$ cat src/rtl/sc_pkg.sv
// Shared constants and helpers for the stochastic-computing blocks.
// The LFSR step function is the single definition of the stream sequence.
package sc_pkg;

  localparam int SBS_LEN = 255;
  localparam int LFSR_W  = 8;

  // Feedback taps for x^8+x^6+x^5+x^4+1 (state bits 7, 5, 4, 3).
  localparam logic [LFSR_W-1:0] LFSR_TAPS    = 8'b1011_1000;
  localparam logic [LFSR_W-1:0] DEFAULT_SEED = 8'hA5;

  function automatic logic [LFSR_W-1:0] lfsr_next(input logic [LFSR_W-1:0] cur);
    return {cur[LFSR_W-2:0], ^(cur & LFSR_TAPS)};
  endfunction

endpackage

$ cat src/rtl/lfsr8.sv
// 8-bit maximal-length Fibonacci LFSR; loads seed on reset, steps when en is high.
module lfsr8
  import sc_pkg::*;
#(
  parameter logic [LFSR_W-1:0] seed = DEFAULT_SEED
) (
  input  logic              clk,
  input  logic              rst,
  input  logic              en,
  output logic [LFSR_W-1:0] q
);

  logic [LFSR_W-1:0] state_q;
  logic [LFSR_W-1:0] state_d;

  always_comb begin
    state_d = state_q;
    if (en) begin
      state_d = lfsr_next(state_q);
    end
  end

  always_ff @(posedge clk) begin
    if (!rst) begin
      state_q <= seed;
    end else begin
      state_q <= state_d;
    end
  end

  assign q = state_q;

endmodule

$ cat src/rtl/sng_bitstream.sv
// Stochastic number generator: encodes a reset-sampled 8-bit value as a
// 255-bit unipolar stream by comparing it against a full-period LFSR.
module sng_bitstream
  import sc_pkg::*;
#(
  parameter logic [LFSR_W-1:0] lfsr_seed = DEFAULT_SEED
) (
  input  logic               clk,
  input  logic               rst,
  input  logic [LFSR_W-1:0]  a,
  output logic [SBS_LEN-1:0] a_sbs,
  output logic               done
);

  localparam logic [LFSR_W-1:0] LAST_IDX = LFSR_W'(SBS_LEN - 1);

  logic [LFSR_W-1:0]  lfsr_q;
  logic [LFSR_W-1:0]  a_q;
  logic [LFSR_W-1:0]  idx_q;
  logic [LFSR_W-1:0]  idx_d;
  logic [SBS_LEN-1:0] sbs_q;
  logic               done_q;
  logic               gen_en;
  logic               bit_d;

  assign gen_en = rst && !done_q;
  assign bit_d  = (lfsr_q <= a_q);
  assign idx_d  = idx_q + 8'd1;

  lfsr8 #(
    .seed(lfsr_seed)
  ) u_lfsr (
    .clk(clk),
    .rst(rst),
    .en (gen_en),
    .q  (lfsr_q)
  );

  // a is only sampled while reset is held, so the stream encodes one value.
  always_ff @(posedge clk) begin
    if (!rst) begin
      a_q    <= a;
      idx_q  <= '0;
      sbs_q  <= '0;
      done_q <= 1'b0;
    end else if (!done_q) begin
      sbs_q[idx_q] <= bit_d;
      idx_q        <= idx_d;
      if (idx_q == LAST_IDX) begin
        done_q <= 1'b1;
      end
    end
  end

  assign a_sbs = sbs_q;
  assign done  = done_q;

endmodule

$ cat config.mk
export PLATFORM = sky130hd
export DESIGN_NAME = sng_bitstream
export DESIGN_NICKNAME = d
export VERILOG_FILES = /design/src/rtl/sc_pkg.sv /design/src/rtl/lfsr8.sv /design/src/rtl/sng_bitstream.sv
export SDC_FILE = /design/constraint.sdc
export NUM_CORES = 1
export LEC_CHECK = 0
export BUFFER_PORTS_ARGS = -buffer_cell sky130_fd_sc_hd__buf_2
export CORE_AREA = 2 2 153 155
export CTS_BUF_LIST = sky130_fd_sc_hd__clkbuf_8
export CTS_CLUSTER_DIAMETER = 60
export CTS_CLUSTER_SIZE = 14
export DETAILED_ROUTE_END_ITERATION = 8
export DIE_AREA = 0 0 155 157
export GPL_TIMING_DRIVEN = 1
export PLACE_DENSITY = 0.78
export SLEW_MARGIN = 5
export SYNTH_ARGS = -nofsm -noshare
export SYNTH_HDL_FRONTEND = slang
export SYNTH_SLANG_ARGS = --single-unit
$ cat constraint.sdc
create_clock -name clk -period 2.2 [get_ports clk]
set_clock_uncertainty 0.05 [all_clocks]
set_input_delay 0.66 -clock clk [delete_from_list [all_inputs] [get_ports clk]]
set_output_delay 0.66 -clock clk [all_outputs]
set_load 0.02 [all_outputs]
==> results.yml <==
outcome:
  status: "finished, final reports clean"
synth:
  seq_area_frac_synth: 0.447
  synth_top_area_frac: 0.428
  ys.warnings.count: 0
  async_reset_ff_frac: 0
  synth_area_um2: 12700
  yosys_most_used_dff: "dfxtp_1"
  yosys.area.top_type: "dfxtp_1"
  netlist_instances: 1657
  synth.distinct_cells: 33
  syn_nets: 1679
  synth_edf_count: 8
  ys_ff_latch: 280
  ys_top_cells_by_area: "dfxtp_1 (43%), a31oi_1 (13%), nor3_1 (10%)"
  synth.avg_cell_area_um2: 7.68
timing:
  worst_pin_slew_ns: 0.781
  period_minus_slack_ns: 2.13
  setup_tns_ns: 0
  min_period_over_period: 0.969
  max_clock_freq_mhz: 469
  setup_viol: 0
  rsz0062_at_grt: "false"
  drv_slew: 0
  maxSlewHeadroom: 0.479
  whs_ns: 0.214
  hold_violations: 0
final_layout:
  final_cell_count_no_fill: 2086
  multi_input_area_um2: 5990
  postLayoutCoreUtil: 0.662
  layout_commonest_cell: "dfxtp_1"
  final_nets: 1815
  seq_area_um2: 5690
  diodes: 0
  fill_cells: 1893
  final_cell_mix: "dfxtp_1 (271), nor2_1 (267), buf_2 (264)"
  post-route-cell-area_um2: 14900
  drive_gt1_frac: 0.222
  area.growth.synth_to_final_pct: 17.2
setup_path:
  cp_data_required_time_ns: 1.49
  worstPathArrival_ns: 1.42
  cp_slowest_stage_delay_ns: 0.46
  path_cells: "buf_6 > buf_2"
  cpMaxStageDelayCell: "dfxtp_4"
  startpoint_type: "register"
  ff2ff_setup_slack_ns: 0.14
  crit_fanout: 21
  critPathCaptureType: "output port"
  critPathKind: "register to output port"
pwr:
  leakagePower_nw: 5.80
  power_density_nw_per_um2: 657
  ir_drop_uv: 475
clock_network:
  clock_latency_ns: 0.56
  clockBufferDepth: 3
  numClockSinks: 280
  cts_tree: "done"
  root_buffer: "clkbuf_8"
  cts_max_level: 1
  path_clk_slew_ns: 0.09
  cts_buffers: 26
placement:
  port-buffer-count: 265
  placed_cells: 2050
  place_area_um2: 14400
  routabilityCongestion: 0.820
  dp_hpwl_um: 25000
route:
  remaining_drc_errors: 0
  detail-route-antenna-nets: 0
  vias: 13300
  via_per_inst: 6.37
  drtPass1Iterations: 5
  drtIter0Drc: 1763
  avgRoutedWirePerCell_um: 19.7
  wl_um: 41100
global_route:
  grt_usage: 0.321
  overflow: 0
  grtUsageMet3: 0.0542
  met2_usage: 0.498
  antenna_found_initial: 0
  grt_start_max_net_pins: 139
  busiest_layer: "met2"
  first_global_vias: 11700
  grt_pass1_wl_um: 64200
  use_met1: 0.451
hold_path:
  hold_class: "input pin to register"
floorplan:
  ioPinCount: 266
  chipHeight_um: 157
  fp-row-count: 55
  coreArea_um2: 22500
  dieArea_um2: 24300
  start_util: 0.565
  die_w_um: 155
flow_run:
  max_cap_viol_count: 0
timing repair:
action / 4_1_cts / 5_1_grt
setup buffers: 0 / 0
gates resized for setup: 2 / 1
hold buffers: 0 / 0
setup endpoints to repair: 1 / 1
layer usage:
metal / vias to the layer above / share of wire
met5: - / 0
met4: 0 / 0.034
met3: 96 / 0.10
met2: 788 / 0.45
met1: 6212 / 0.42
li1: 6192 / -
stage by stage:
stage	total power, mW	setup slack (ns)
6_report	9.80	0.0672
5_1_grt	10.1	0.0323
3_5_place_dp	6.54	0.245
4_1_cts	9.79	0.000472
3_3_place_gp	6.53	0.319
2_1_floorplan	6.06	0.201
final timing paths:
path	from	endpoint	cells past startpoint
max	done	done	2
min	a[3]	a_q[3]	1
max reg2reg	idx_q[0]	a_sbs[98]	7
min reg2reg	u_lfsr.q[0]	u_lfsr.q[0]	2
state kept, by name (all words and copies together), names as in the netlist:
register,cells
a_q,8
u_lfsr.q,8
idx_q,8
a_sbs,255
done,1
worst max-delay path: cells and delay by family (launching register included):
family	cells	cell delay (ns)
flops	1	0.46
buf+inv	2	0.39
layout make-up:
cell class / count / area share
repair buffers: 354 / 0.155
clock buffers: 28 / 0.0258
multi-input cells: 1120 / 0.402
clock inverters: 8 / 0.00881
inverters: 11 / 0.00277
well taps: 285 / 0.0239
flip-flops and latches: 280 / 0.382
cell families (layout without fill, tap and decap cells):
kind of cell / after synthesis / count (layout) / share of synthesized area
flip-flops: 280 / 280 / 0.447
multiplexers: 8 / 8 / 0.00630
buffers and inverters: 257 / 401 / 0.0862
XOR/XNOR: 9 / 9 / 0.00620
AO/OA/AOI/OAI: 518 / 518 / 0.230
adder cells (fa/ha/maj): 12 / 12 / 0.0118
AND/OR/NAND/NOR: 573 / 573 / 0.213
synthesized netlist by cell type (5+ instances only):
library cell / n
edfxtp_1: 8
o21ai_0: 209
or4b_1: 8
mux2i_1: 8
clkbuf_1: 189
inv_1: 11
buf_6: 12
buf_1: 12
ha_1: 12
a31oi_1: 255
nor2_1: 268
dfxtp_1: 272
nand4bb_1: 14
nor3_1: 255
nand4b_1: 9
buf_2: 32
o21ai_1: 47
xnor2_1: 5
nand2_1: 5
report_power, final:
part           total, mW  switching, mW  internal, mW  leakage, nW
clock network       3.35           1.82          1.53        0.265
registers           5.16         0.0337          5.13         2.27
logic               1.29          0.911         0.382         3.27
(Power assumes the default switching activity.)
